--- src/rtl/m_mem_arbiter_pkg.sv ---
// Shared types for the two-port memory arbiter: FSM encoding, port indices
// and a one-hot helper used by the winner picker.
package m_mem_arbiter_pkg;

  typedef enum logic [1:0] {
    IDLE   = 2'd0,
    ACCESS = 2'd1,
    RESP   = 2'd2
  } state_e;

  localparam int PORT_IF = 0;
  localparam int PORT_DM = 1;
  localparam int NPORT   = 2;

  function automatic logic [NPORT-1:0] port_onehot(input logic idx);
    return idx ? 2'b10 : 2'b01;
  endfunction

endpackage

--- src/rtl/m_mem_arbiter_if.sv ---
// Requester + memory bus of the arbiter. slave = arbiter side,
// master = requesters and the external memory.
interface m_mem_arbiter_if #(
  parameter int AW = 11,
  parameter int DW = 32
);
  logic [1:0]    w_req;
  logic [1:0]    w_we;
  logic [AW-1:0] w_addr0;
  logic [AW-1:0] w_addr1;
  logic [DW-1:0] w_wdata0;
  logic [DW-1:0] w_wdata1;
  logic [1:0]    r_gnt;
  logic [1:0]    r_rvalid;
  logic [DW-1:0] r_rdata;
  logic [AW-1:0] w_maddr;
  logic          w_mwe;
  logic [DW-1:0] w_mdin;
  logic [DW-1:0] w_mdout;

  modport slave (
    input  w_req, w_we, w_addr0, w_addr1, w_wdata0, w_wdata1, w_mdout,
    output r_gnt, r_rvalid, r_rdata, w_maddr, w_mwe, w_mdin
  );

  modport master (
    output w_req, w_we, w_addr0, w_addr1, w_wdata0, w_wdata1, w_mdout,
    input  r_gnt, r_rvalid, r_rdata, w_maddr, w_mwe, w_mdin
  );
endinterface

--- src/rtl/m_mem_arbiter_pick.sv ---
// Combinational winner picker. MEM_ARB_RR_EN: ties go to the port that did
// not win last; otherwise ties always go to the data port.
module m_arb_pick
  import m_mem_arbiter_pkg::*;
(
  input  logic [1:0] req,
  input  logic       last,
  output logic [1:0] pick
);

  logic tie_win;

`ifdef MEM_ARB_RR_EN
  assign tie_win = ~last;
`else
  logic unused_last;
  assign unused_last = last;
  assign tie_win     = 1'(PORT_DM);
`endif

  always_comb begin
    pick = '0;
    case (req)
      2'b01:   pick = port_onehot(1'(PORT_IF));
      2'b10:   pick = port_onehot(1'(PORT_DM));
      2'b11:   pick = port_onehot(tie_win);
      default: pick = '0;
    endcase
  end

endmodule

--- src/rtl/m_mem_arbiter.sv ---
// Two-port (ifetch/data) arbiter for a single async-read memory: one access
// every two cycles. Tie policy selected by MEM_ARB_RR_EN (see m_arb_pick).
module m_mem_arbiter
  import m_mem_arbiter_pkg::*;
#(
  parameter int AW = 11,
  parameter int DW = 32
) (
  input  logic             w_clk,
  input  logic             w_rst,
  m_mem_arbiter_if.slave   bus
);

  state_e        state_q, state_d;
  logic [AW-1:0] addr_q, addr_d;
  logic          we_q, we_d;
  logic [DW-1:0] wdata_q, wdata_d;
  logic [DW-1:0] rdata_q, rdata_d;
  logic [1:0]    gnt_q, gnt_d;
  logic [1:0]    rvalid_q, rvalid_d;
  logic          last_q, last_d;
  logic [1:0]    pick;
  logic          take;

  m_arb_pick u_pick (
    .req  (bus.w_req),
    .last (last_q),
    .pick (pick)
  );

  // IDLE and RESP arbitrate identically; ACCESS never accepts a new request.
  assign take = ((state_q == IDLE) || (state_q == RESP)) && (bus.w_req != 2'b00);

  always_ff @(posedge w_clk) begin
    if (w_rst) state_q <= IDLE;
    else       state_q <= state_d;
  end

  always_comb begin
    state_d = state_q;
    case (state_q)
      IDLE, RESP: state_d = take ? ACCESS : IDLE;
      ACCESS:     state_d = RESP;
      default:    state_d = IDLE;
    endcase
  end

  always_comb begin
    addr_d   = addr_q;
    we_d     = we_q;
    wdata_d  = wdata_q;
    last_d   = last_q;
    rdata_d  = rdata_q;
    gnt_d    = '0;
    rvalid_d = '0;
    if (take) begin
      gnt_d  = pick;
      last_d = pick[PORT_DM];
      if (pick[PORT_DM]) begin
        addr_d  = bus.w_addr1;
        we_d    = bus.w_we[PORT_DM];
        wdata_d = bus.w_wdata1;
      end else begin
        addr_d  = bus.w_addr0;
        we_d    = bus.w_we[PORT_IF];
        wdata_d = bus.w_wdata0;
      end
    end
    // Capture happens on the same edge as the memory write, so a write
    // returns the word it replaced.
    if (state_q == ACCESS) begin
      rvalid_d = gnt_q;
      rdata_d  = bus.w_mdout;
    end
  end

  always_ff @(posedge w_clk) begin
    if (w_rst) begin
      addr_q   <= '0;
      we_q     <= 1'b0;
      wdata_q  <= '0;
      rdata_q  <= '0;
      gnt_q    <= '0;
      rvalid_q <= '0;
      last_q   <= 1'b1;
    end else begin
      addr_q   <= addr_d;
      we_q     <= we_d;
      wdata_q  <= wdata_d;
      rdata_q  <= rdata_d;
      gnt_q    <= gnt_d;
      rvalid_q <= rvalid_d;
      last_q   <= last_d;
    end
  end

  // Write enable is gated by reset directly so a reset landing in ACCESS
  // cannot commit the write.
  always_comb begin
    bus.w_maddr = '0;
    bus.w_mdin  = '0;
    bus.w_mwe   = 1'b0;
    if (state_q == ACCESS) begin
      bus.w_maddr = addr_q;
      bus.w_mdin  = wdata_q;
      bus.w_mwe   = we_q & ~w_rst;
    end
  end

  assign bus.r_gnt    = gnt_q;
  assign bus.r_rvalid = rvalid_q;
  assign bus.r_rdata  = rdata_q;

endmodule
--- src/flat_wrapper.sv ---
// flat-port wrapper written by rule: the top's interface ports become plain ports
module m_mem_arbiter_flat import m_mem_arbiter_pkg::*;
#(
  parameter int AW = 11,
  parameter int DW = 32
)
  (w_clk, w_rst, bus_w_req, bus_w_we, bus_w_addr0, bus_w_addr1, bus_w_wdata0, bus_w_wdata1, bus_w_mdout, bus_r_gnt, bus_r_rvalid, bus_r_rdata, bus_w_maddr, bus_w_mwe, bus_w_mdin);
  m_mem_arbiter_if #(.AW(AW), .DW(DW)) bus_i ();
  input  logic w_clk;
  input  logic w_rst;
  input wire logic [$bits(bus_i.w_req)-1:0] bus_w_req;
  input wire logic [$bits(bus_i.w_we)-1:0] bus_w_we;
  input wire logic [$bits(bus_i.w_addr0)-1:0] bus_w_addr0;
  input wire logic [$bits(bus_i.w_addr1)-1:0] bus_w_addr1;
  input wire logic [$bits(bus_i.w_wdata0)-1:0] bus_w_wdata0;
  input wire logic [$bits(bus_i.w_wdata1)-1:0] bus_w_wdata1;
  input wire logic [$bits(bus_i.w_mdout)-1:0] bus_w_mdout;
  output wire logic [$bits(bus_i.r_gnt)-1:0] bus_r_gnt;
  output wire logic [$bits(bus_i.r_rvalid)-1:0] bus_r_rvalid;
  output wire logic [$bits(bus_i.r_rdata)-1:0] bus_r_rdata;
  output wire logic [$bits(bus_i.w_maddr)-1:0] bus_w_maddr;
  output wire logic [$bits(bus_i.w_mwe)-1:0] bus_w_mwe;
  output wire logic [$bits(bus_i.w_mdin)-1:0] bus_w_mdin;
  assign bus_i.w_req = bus_w_req;
  assign bus_i.w_we = bus_w_we;
  assign bus_i.w_addr0 = bus_w_addr0;
  assign bus_i.w_addr1 = bus_w_addr1;
  assign bus_i.w_wdata0 = bus_w_wdata0;
  assign bus_i.w_wdata1 = bus_w_wdata1;
  assign bus_i.w_mdout = bus_w_mdout;
  assign bus_r_gnt = bus_i.r_gnt;
  assign bus_r_rvalid = bus_i.r_rvalid;
  assign bus_r_rdata = bus_i.r_rdata;
  assign bus_w_maddr = bus_i.w_maddr;
  assign bus_w_mwe = bus_i.w_mwe;
  assign bus_w_mdin = bus_i.w_mdin;
  m_mem_arbiter #(.AW(AW), .DW(DW)) u_core (.w_clk(w_clk), .w_rst(w_rst), .bus(bus_i));
endmodule
--- config.mk ---
export PLATFORM = sky130hd
export DESIGN_NAME = m_mem_arbiter_flat
export DESIGN_NICKNAME = d
export VERILOG_FILES = /design/src/rtl/m_mem_arbiter_pkg.sv /design/src/rtl/m_mem_arbiter_if.sv /design/src/rtl/m_mem_arbiter_pick.sv /design/src/rtl/m_mem_arbiter.sv /design/src/flat_wrapper.sv
export SDC_FILE = /design/constraint.sdc
export NUM_CORES = 1
export LEC_CHECK = 0
export ABC_AREA = 1
export CORE_MARGIN = 1.5
export CORE_UTILIZATION = 40
export CTS_BUF_LIST = sky130_fd_sc_hd__clkbuf_4 sky130_fd_sc_hd__clkbuf_8
export DETAILED_ROUTE_END_ITERATION = 8
export PLACE_DENSITY = 0.91
export SLEW_MARGIN = 15
export SYNTH_ARGS = -nofsm -noshare
export SYNTH_HDL_FRONTEND = slang
export SYNTH_SLANG_ARGS = --single-unit
--- constraint.sdc ---
create_clock -name w_clk -period 2 [get_ports w_clk]
set_input_delay 0.6 -clock w_clk [delete_from_list [all_inputs] [get_ports w_clk]]
set_output_delay 0.6 -clock w_clk [all_outputs]
set_load 0.05 [all_outputs]
## After elaboration in Yosys (flattened, before gate mapping)

Index checks and enable logic that the tools add are counted.

- Bitwise operators: 4
- Equality and inequality tests: 5
- Reductions and logical operators: 8
- Muxes and demuxes: 9

Operators with widths:

| kind | count |
|---|---|
| $mux W32 | 2 |
| $mux W11 | 2 |
| $pmux W2 S2 | 2 |
| $reduce_or A2 Y1 | 4 |
| $eq A2 B2 Y1 const B | 3 |
| $eq A2 B1 Y1 const B | 2 |
| $mux W1 | 3 |
| $not A1 Y1 | 3 |
| $logic_not A2 Y1 | 1 |
| $reduce_bool A2 Y1 | 1 |
| $and A1 B1 Y1 | 1 |
| $logic_and A1 B1 Y1 | 1 |
| $logic_or A1 B1 Y1 | 1 |

- Flip-flop bits (word level): 82
- Logic and storage cells: 33
- Output and inout bits: 80
- Input port bits: 124

## Depth between registers and ports, before layout

Gate-level depths: netlist of run 1.

- Word-level depth: 5
- Mapped depth: 7
- Gate-level depth less buffers: 5

## By module

From an unflattened synthesis of run 1, not the netlist that was laid out.

- Cells, all modules: 633
- Area total of the unflattened synthesis: 3917.5 um^2

By module, submodules not included:

| module | times used | seq. area each (um^2) | cells an instance | area an instance (um^2) |
|---|---|---|---|---|
| m_mem_arbiter | 1 | 1661.6 | 630 | 3906.2 |
| m_arb_pick | 1 | 0.0 | 3 | 11.3 |

## Worst setup path before layout of run 1

OpenSTA, ideal clock, no wires.

- Kind: reg-to-output
- Start: register u_core.state_q[0]
- End: output port bus_w_mwe
- Required time: 1.400 ns
- Path slack: -0.300 ns
- Stages on the path, launching flop included: 4
- Data arrival time: 1.700 ns
- Path buffers: 1
- Cells stage by stage: dfxtp_1 -> nand2_1 -> clkbuf_1 -> nor3_1

- Longest elaborated chain between the ends: 2

Ends and longest elaborated chain:

| what | RTL line | text |
|---|---|---|
| from (decl) | m_mem_arbiter.sv:14 | `state_e state_q, state_d;` |
| from (signal assigned) | m_mem_arbiter.sv:36 | `else state_q <= state_d;` |
| $eq A2 B1 Y1 | m_mem_arbiter.sv:103 | `if (state_q == ACCESS) begin` |
| $mux W1 | m_mem_arbiter.sv:103 |  |
| to (decl) | flat_wrapper.sv:22 | `output wire logic [$bits(bus_i.w_mwe)-1:0] bus_w_mwe;` |

No other way between the ends.

## Worst setup path in the final report of run 1

- Start: register u_core.state_q[0]
- End: output port bus_w_mdin[3]

- Longest elaborated chain between the ends: 2

Ends and longest elaborated chain:

| what | RTL line | text |
|---|---|---|
| $eq A2 B1 Y1 | m_mem_arbiter.sv:103 |  |
| $mux W32 | m_mem_arbiter.sv:103 |  |
| to (decl) | flat_wrapper.sv:23 | `output wire logic [$bits(bus_i.w_mdin)-1:0] bus_w_mdin;` |

No other way between the ends.

==> results of run 1 <==
worst register-to-register path: cells and delay by family, from the launching register on:
kind / cells / cell delay, ns
buf+inv: 3 / 0.76
flops: 1 / 0.35
simple gates: 3 / 0.33
per-stage QoR:
stage          hold slack, ns  setup WS [ns]  instances
6_report                0.482         0.0130        931
5_1_grt                 0.498        -0.0592        931
4_1_cts                 0.486        -0.0120        931
3_5_place_dp            0.470        -0.0843        915
3_3_place_gp            0.463        -0.0923        915
2_1_floorplan           0.495        -0.0450        625
state kept, by name (all words and copies together), names as in the netlist:
| name | count |
|---|---|
| u_core.addr_q | 11 |
| u_core.bus.r_rvalid | 2 |
| u_core.state_q | 2 |
| u_core.wdata_q | 32 |
| u_core.bus.r_gnt | 2 |
| u_core.we_q | 1 |
| u_core.bus.r_rdata | 32 |
cell families after synthesis:
| kind of cell | count (synthesis) | synth area share |
|---|---|---|
| flip-flops | 82 | 0.435 |
| AO/OA/AOI/OAI | 33 | 0.0467 |
| buffers and inverters | 87 | 0.0948 |
| AND/OR/NAND/NOR | 423 | 0.424 |
layer usage:
| layer | global-route usage | vias to the layer above | wire (µm) |
|---|---|---|---|
| met5 | 0 | - | 0 |
| met4 | 0.0737 | 0 | 191 |
| met3 | 0.0724 | 16 | 950 |
| met2 | 0.418 | 152 | 5750 |
| met1 | 0.247 | 1883 | 4490 |
| li1 | - | 2216 | - |
where the power goes:
| group | internal [mW] | switching, mW |
|---|---|---|
| registers | 1.78 | 0.0523 |
| clock network | 0.625 | 0.634 |
| logic | 0.624 | 0.828 |
synth_stat cells, drive strengths merged:
library cell / number
buf: 24
clkbuf: 13
dfxtp: 82
inv: 50
nand2: 221
nand4: 1
nor2: 197
nor3: 2
nor3b: 2
o21ai: 33
final timing paths:
kind / endpoint / slack, ns / depth (start not counted)
worst max-delay path: bus_w_mdin[3] / 0.01 / 4
worst min register to register: u_core.bus.r_rvalid[1] / 0.48 / 1
worst max register to register: u_core.bus.r_rdata[21] / 0.48 / 6
worst min-delay path: u_core.bus.r_rvalid[1] / 0.48 / 1
area by class of cell:
cell class | instances | area [µm²] | area share
Timing Repair Buffer | 216 | 2560 | 0.388
Multi-Input combinational cell | 456 | 1870 | 0.283
Sequential cell | 82 | 1640 | 0.248
Inverter | 50 | 188 | 0.0284
Tap cell | 111 | 139 | 0.0210
Clock buffer | 10 | 138 | 0.0208
Clock inverter | 6 | 72.6 | 0.0110
what timing repair did:
action | 4_1_cts | 5_1_grt
setup buffers | 0 | 0
gates resized for setup | 2 | 33
hold endpoints to repair | 0 | 0
pin swaps | 1 | 0
setup endpoints to repair | 4 | 40
==> reports/summary.txt, run 1 <==
Setup TNS -> 0 ns
Crit path max fanout -> 49
Rel. slew slack -> 0.758
Net Count, Synth -> 749
DR WL/cell -> 12.2 µm
Largest area contributor in the netlist -> dfxtp_1
Critical path buffer and inverter count -> 2
Rows -> 35
CTS max path bufs -> 2
Crit path cell chain -> nand2_2 -> buf_12 -> nor2_1 -> buf_12
Vias in the first global route -> 4075
Layout area overhead -> 75.0%
Die Y -> 100 µm
Initial antenna violation count -> 0
CTS Buf Count -> 9
Tot Pwr -> 4.54 mW
Worst skew pair latency -> 0.34 ns
HP Start -> u_core.bus.r_gnt[1]
Fin crit share -> 0.993
Root Buffer Master -> clkbuf_8
CP top delay family -> buffers and inverters
Critical path capture point type -> output pin
Detailed placement HPWL -> 8.39 mm
Leakage -> 3.10 nW
Drt first-iter violations -> 89
Slowest cell on the critical path -> dfxtp_1
GRT Util Overall -> 0.228
Port Buffer Count -> 203
Worst IR drop on VDD -> 0.327 mV
Top cells by area, synth -> dfxtp_1, nand2_1, nor2_1
# setup viols final -> 0
Yosys reg bits -> 82
Max stage delay on crit path -> 0.35 ns
Max Cap Viol -> 0
Starting Density -> 0.411
DR vias -> 4267
Required @ worst endpoint -> 1.40 ns
Clk pin slew, worst setup/hold paths -> 0.09 ns
Global placer's final weighted congestion -> 0.729
N_diodes -> 0
HP Class -> reg2reg
CTS tree -> built
Slew at the pin closest to its max-slew limit -> 0.363 ns
Status -> finished, final reports clean
R2R Path Start -> u_core.state_q[0]
CTS sink cnt -> 82
Worst EP arrival -> 1.39 ns
Critical path launch point type -> flop
Most common cell after layout, fill and taps aside -> nand2_1
CP most frequent cell -> buf_12
Fin nets -> 939
I/O pin count -> 204
Yosys warns -> 0
Cells after Synth -> 625
RSZ-0062 raised after global routing -> yes
Die W -> 100 µm
Min cycle time layout -> 1.99 ns
Die area -> 10000 µm²
Slew Limit Fails -> 0
Fin area -> 6610 µm²
Fmax -> 0.503 GHz
Most frequent cells in the layout -> nand2_1, nor2_1, clkdlybuf4s50_1
Final hold violations -> 0
H-tree levels -> 3
Fillers -> 723
Avg Inst Size Synth -> 6.04 µm²
DRT Wirelength -> 11.4 mm
Final ANT Viol Nets -> 0
Layout cells sized above 1 -> 0.182
Setup CP Type -> reg2out
Total grt overflow -> 0
Post-synth top area share -> 0.435
First-pass GRT wire length -> 18.3 mm
Cell Area, Placed -> 6310 µm²
Mapped Area -> 3780 µm²
PD cells -> 687 nW/µm²
Clock Skew -> 0.00949 ns
Largest net degree at the start of global routing -> 53
Hold buffers post-CTS -> 0
Post-layout util -> 0.719
Critical Path Start -> u_core.state_q[0]
Detailed Routing Iterations Pass 1 -> 4
Vias per cell -> 4.58
Post-synthesis sequential area ratio -> 0.435
Synth cell types -> 14
Core area -> 9200 µm²
# DRC -> 0
Note: power is estimated with default switching activity, not from simulation.
==> run 2, diff against run 1 <==
Settings changed: CORE_MARGIN 1.5 to unset.
==> reports/summary.txt, run 2 (synthesized netlist as in run 1, its figures left out) <==
Status -> finished, final reports clean
Pint -> 3.06 mW (+1.2%)
CTS Buf Count -> 9 (unchanged)
Rows -> 35 (unchanged)
Die W -> 99.2 µm (-1.0%)
Crit path max fanout -> 7 (-86%)
Sw frac -> 0.339 (+0.00524)
Most frequent cells in the layout -> nand2_1, nor2_1, clkdlybuf4s50_1
Starting Density -> 0.411 (unchanged)
Hold buffers post-CTS -> 0 (unchanged)
Worst IR drop on VDD -> 0.361 mV (+11%)
Flop pwr share -> 0.395 (-0.008)
Fin Hold WS -> 0.482 ns (+0.000506 ns)
CTS sink cnt -> 82 (unchanged)
Tot Pwr -> 4.63 mW (+2.0%)
Layout cells sized above 1 -> 0.202 (+0.0202)
Global placer's final weighted congestion -> 0.718 (-1.4%)
NetSw -> 1.57 mW (+3.6%)
H-tree levels -> 3 (unchanged)
Clk pin slew, worst setup/hold paths -> 0.09 ns (about the same)
Detailed Routing Iterations Pass 1 -> 4 (unchanged)
Fillers -> 679 (-6.1%)
Total grt overflow -> 0 (unchanged)
# DRC -> 0 (unchanged)
Grt met1 use -> 0.254 (+0.00700)
Clock power frac -> 0.271 (-0.006)
DR vias -> 4320 (+1.2%)
Initial antenna violation count -> 0 (unchanged)
HP Class -> reg2reg
Slew Limit Fails -> 0 (unchanged)
Critical path launch point type -> flop
Setup TNS -> 0 ns (unchanged)
Fin nets -> 946 (+0.75%)
Drt first-iter violations -> 75 (-16%)
CTS tree -> built
Global routing's busiest layer -> met2
I/O pin count -> 204 (unchanged)
DR WL/cell -> 12.7 µm (+3.9%)
First-pass GRT wire length -> 18.1 mm (-0.83%)
Most common cell after layout, fill and taps aside -> nand2_1
Met3 Resource Use GR -> 0.0710 (-0.00145)
Vias per cell -> 4.61 (+0.49%)
Vias in the first global route -> 3896 (-4.4%)
Setup CP Type -> reg2out
PD cells -> 673 nW/µm² (-2.0%)
N_diodes -> 0 (unchanged)
Largest net degree at the start of global routing -> 52 (-1.9%)
CTS max path bufs -> 2 (unchanged)
Min cycle time layout -> 1.94 ns (-0.0453 ns)
GRT Util Overall -> 0.233 (+0.00558)
Port Buffer Count -> 203 (unchanged)
Leakage -> 3.16 nW (+1.8%)
Layout area overhead -> 82.2%
Core area -> 9200 µm² (unchanged)
Die Y -> 99.2 µm (-1.0%)
Max Cap Viol -> 0 (unchanged)
Worst EP arrival -> 1.34 ns (-0.05 ns)
Die area -> 9830 µm² (-2.0%)
Required @ worst endpoint -> 1.40 ns (about the same)
Comb pwr share -> 0.334 (+0.014)
Register area -> 1640 µm² (about the same)
Multi-input gate area -> 2050 µm² (+9.8%)
# setup viols final -> 0 (unchanged)
Final ANT Viol Nets -> 0 (unchanged)
Final hold violations -> 0 (unchanged)
Clock Skew -> 0.00847 ns (-0.00102 ns)
Rel. slew slack -> 0.789 (+0.0312)
Slew at the pin closest to its max-slew limit -> 0.316 ns (-0.0468 ns)
Fin crit share -> 0.971 (-0.0226)
Root Buffer Master -> clkbuf_8
Critical path capture point type -> output pin
Detailed placement HPWL -> 8.36 mm (-0.36%)
DRT Wirelength -> 11.9 mm (+4.7%)
Worst skew pair latency -> 0.35 ns (about the same)
Fmax -> 0.515 GHz (+2.3%)
Met2 GRT Util -> 0.439 (+0.0208)
==> run 2: changes by cell type in the layout (fill, tap and decap cells not counted), moves of 2 or more <==
| cell | change |
|---|---|
| buf_4 | +3 |
| buf_6 | +2 |
| clkinv_4 | -2 |
| clkinvlp_4 | +2 |
| nor2_1 | -9 |
| nor2_2 | -21 |
| nor2_4 | +30 |
==> run 2: layout make-up <==
class	count	area share
multi-input cells	456	0.298
flip-flops and latches	82	0.239
well taps	111	0.0202
clock inverters	6	0.0105
repair buffers	223	0.385
inverters	50	0.0273
clock buffers	10	0.0200
==> run 2: worst paths after layout <==
kind,slack (ns),cells after the start,to,from
hold reg to reg,0.48,1,u_core.bus.r_rvalid[1],u_core.bus.r_gnt[1]
hold / removal,0.48,1,u_core.bus.r_rvalid[1],u_core.bus.r_gnt[1]
setup / recovery,0.06,5,bus_w_mwe,u_core.state_q[1]
setup reg to reg,0.36,9,u_core.bus.r_rdata[5],u_core.state_q[1]
==> run 2: critical path, stage by stage, from the launching register on <==
cell and delay, ns:
dfxtp_1 0.33, inv_2 0.07, nand2_4 0.12, buf_6 0.17
nor3_4 0.15, buf_12 0.16
==> run 2: per-stage QoR <==
step,std cells,area (µm²),utilization,setup slack (ns)
floorplan,625,3780,-,-0.0450
global placement,917,6330,0.688,-0.0537
detailed placement,917,6330,0.688,-0.0602
CTS,933,6620,0.720,-0.0173
global route,938,6880,0.748,-0.00604
finish,938,6880,0.748,0.0583
==> run 2: what timing repair did <==
| action | in CTS | in global routing |
|---|---|---|
| gates cloned | 0 | 2 |
| hold endpoints to repair | 0 | 0 |
| pin swaps | 1 | 2 |
| gates resized for setup | 33 | 50 |
| buffers inserted | 0 | 3 |
| setup endpoints to repair | 40 | 38 |
==> run 2: power groups by stage <==
| stage | sequential, mW | combinational [mW] | clock, mW |
|---|---|---|---|
| final | 1.83 | 1.55 | 1.25 |
| after global routing | 1.84 | 1.66 | 1.37 |
| after CTS | 1.83 | 1.47 | 1.28 |
| after detailed placement | 1.87 | 1.43 | 0 |
| after global placement | 1.86 | 1.41 | 0 |
| after floorplan | 2.06 | 0.593 | 0 |
==> run 2: layer usage <==
layer,vias up,part of all wire
met2,160,0.52
li1,2232,-
met4,0,0.011
met5,-,0
met3,13,0.075
met1,1915,0.40
==> run 3, diff against run 2 <==
Settings changed: SLEW_MARGIN 15 to 25, TNS_END_PERCENT set to 10.
==> reports/summary.txt, run 3 (synthesized netlist as in run 1, its figures left out) <==
Critical path launch point type -> flop
Detailed Routing Iterations Pass 1 -> 5 (+1)
CTS Buf Count -> 9 (unchanged)
Crit path max fanout -> 11 (+4)
Final WS setup -> 0.0419 ns (-0.0164 ns)
Global placer's final weighted congestion -> 0.718 (unchanged)
I/O pin count -> 204 (unchanged)
Required @ worst endpoint -> 1.40 ns (about the same)
Worst skew pair latency -> 0.35 ns (about the same)
Metal-1 WL -> 4.70 mm (-0.53%)
HP Class -> reg2reg
Slew Limit Fails -> 0 (unchanged)
Starting Density -> 0.411 (unchanged)
CP top delay family -> buffers and inverters
Max Cap Viol -> 0 (unchanged)
HP Start -> u_core.bus.r_gnt[1]
Port Buffer Count -> 203 (unchanged)
N_diodes -> 0 (unchanged)
Largest net degree at the start of global routing -> 52 (unchanged)
Crit path cell chain -> inv_2 -> nand2_8 -> buf_12 -> nor2_2 -> buf_12
Fillers -> 692 (+1.9%)
Cell Area, Placed -> 6330 µm² (unchanged)
Critical path capture point type -> output pin
Die area -> 9830 µm² (unchanged)
# setup viols final -> 0 (unchanged)
Slowest cell on the critical path -> dfxtp_1
CTS max path bufs -> 2 (unchanged)
Worst slack at placement -> -0.0602 ns (unchanged)
Max Used Layer -> met4
Worst EP arrival -> 1.36 ns (+0.02 ns)
Layout cells sized above 1 -> 0.196 (-0.00581)
Root Buffer Master -> clkbuf_8
Vias per cell -> 4.58 (-0.63%)
Initial antenna violation count -> 0 (unchanged)
Final std cells w/o fill -> 937 (-0.11%)
Most frequent cells in the layout -> nand2_1, nor2_1, clkdlybuf4s50_1
H-tree levels -> 3 (unchanged)
Slew at the pin closest to its max-slew limit -> 0.315 ns (-0.00106 ns)
Min cycle time layout -> 1.96 ns (+0.0164 ns)
Clk pin slew, worst setup/hold paths -> 0.09 ns (about the same)
Vias in the first global route -> 3896 (unchanged)
DR vias -> 4288 (-0.74%)
Critical path buffer and inverter count -> 3 (unchanged)
Met2 WL post-DR -> 6.10 mm (-1.2%)
Cell count after placement -> 917 (unchanged)
R2R Path Start -> u_core.state_q[1]
Instance count on the critical path -> 5 (unchanged)
Leakage -> 3.14 nW (-0.53%)
FF-to-FF setup slack -> 0.36 ns (about the same)
Total grt overflow -> 0 (unchanged)
Hold buffers post-CTS -> 0 (unchanged)
Drt first-iter violations -> 90 (+20%)
Status -> finished, final reports clean
Max stage delay on crit path -> 0.32 ns (about the same)
Core area -> 9200 µm² (unchanged)
Die W -> 99.2 µm (unchanged)
Fmax -> 0.511 GHz (-0.84%)
Final hold violations -> 0 (unchanged)
Min-Delay Path Depth -> 1 (unchanged)
DR WL/cell -> 12.6 µm (-0.52%)
CP most frequent cell -> buf_12
Reg2Reg Depth -> 9 (unchanged)
Critical Path Start -> u_core.state_q[1]
Crit Reg-Reg Endpoint -> u_core.bus.r_rdata[5]
Fin area -> 6790 µm² (-1.3%)
RSZ-0062 raised after global routing -> yes
Setup TNS -> 0 ns (unchanged)
Layout area overhead -> 79.8%
First-pass GRT wire length -> 18.1 mm (unchanged)
Met3 WL -> 878 µm (-1.2%)
Fin nets -> 945 (-0.11%)
Clock Skew -> 0.00959 ns (+0.00112 ns)
Hold Crit Endpoint -> u_core.bus.r_rvalid[1]
CTS tree -> built
Final ANT Viol Nets -> 0 (unchanged)
Fin crit share -> 0.979 (+0.00821)
PD cells -> 678 nW/µm² (+0.70%)
Die Y -> 99.2 µm (unchanged)
Rel. slew slack -> 0.790 (about the same)
Worst IR drop on VDD -> 0.356 mV (-1.5%)
GRT Util Overall -> 0.233 (unchanged)
Fin Hold WS -> 0.484 ns (+0.00187 ns)
Setup CP Type -> reg2out
Detailed placement HPWL -> 8.36 mm (unchanged)
Most common cell after layout, fill and taps aside -> nand2_1
DRT Wirelength -> 11.8 mm (-0.62%)
# DRC -> 0 (unchanged)
CTS sink cnt -> 82 (unchanged)
Rows -> 35 (unchanged)
-- run 3: power by group --
part	switching, mW	internal [mW]
clock	0.632	0.624
combinational	0.865	0.652
sequential	0.0532	1.78
-- run 3: per-stage QoR --
stage                     utilization  power, mW
after global placement          0.688       3.27
after CTS                       0.720       4.58
after floorplan                     -       2.65
final                           0.738       4.60
after detailed placement        0.688       3.30
after global routing            0.738       4.84
-- run 3: worst reg2reg max path, stage by stage, from the launching register on --
cell and delay (ns):
dfxtp_1 0.32, inv_2 0.11, nand2_8 0.11, buf_12 0.18, buf_4 0.14, buf_4 0.16
inv_1 0.05, buf_4 0.30, nor2_1 0.08, nor2_1 0.12
-- run 3: worst max path at each step --
stage	end	slack, ns
6_report	bus_w_mdin[19]	0.04
4_1_cts	bus_w_mdin[4]	-0.04
3_3_place_gp	bus_w_mwe	-0.05
2_1_floorplan	bus_w_mdin[16]	-0.05
5_1_grt	bus_w_mdin[5]	-0.03
3_5_place_dp	bus_w_mwe	-0.06
-- run 3: cell type report --
type / count / area (µm²) / area share
clock inverter: 6 / 72.6 / 0.0107
multi-input combinational: 457 / 1980 / 0.292
clock buffer: 10 / 138 / 0.0203
tap: 111 / 139 / 0.0205
inverter: 50 / 188 / 0.0276
sequential: 82 / 1640 / 0.242
timing repair buffer: 221 / 2630 / 0.387
-- run 3: repair_timing --
item                       in CTS  in global routing
setup endpoints to repair      40                 38
buffers inserted                0                  1
gates resized for setup        32                 30
gates cloned                    0                  3
pin swaps                       1                  1
-- run 3: routing by layer --
| metal | GRT usage | up-vias |
|---|---|---|
| met2 | 0.439 | 155 |
| met1 | 0.254 | 1884 |
| met5 | 0 | - |
| met3 | 0.0710 | 17 |
| li1 | - | 2232 |
| met4 | 0.0588 | 0 |
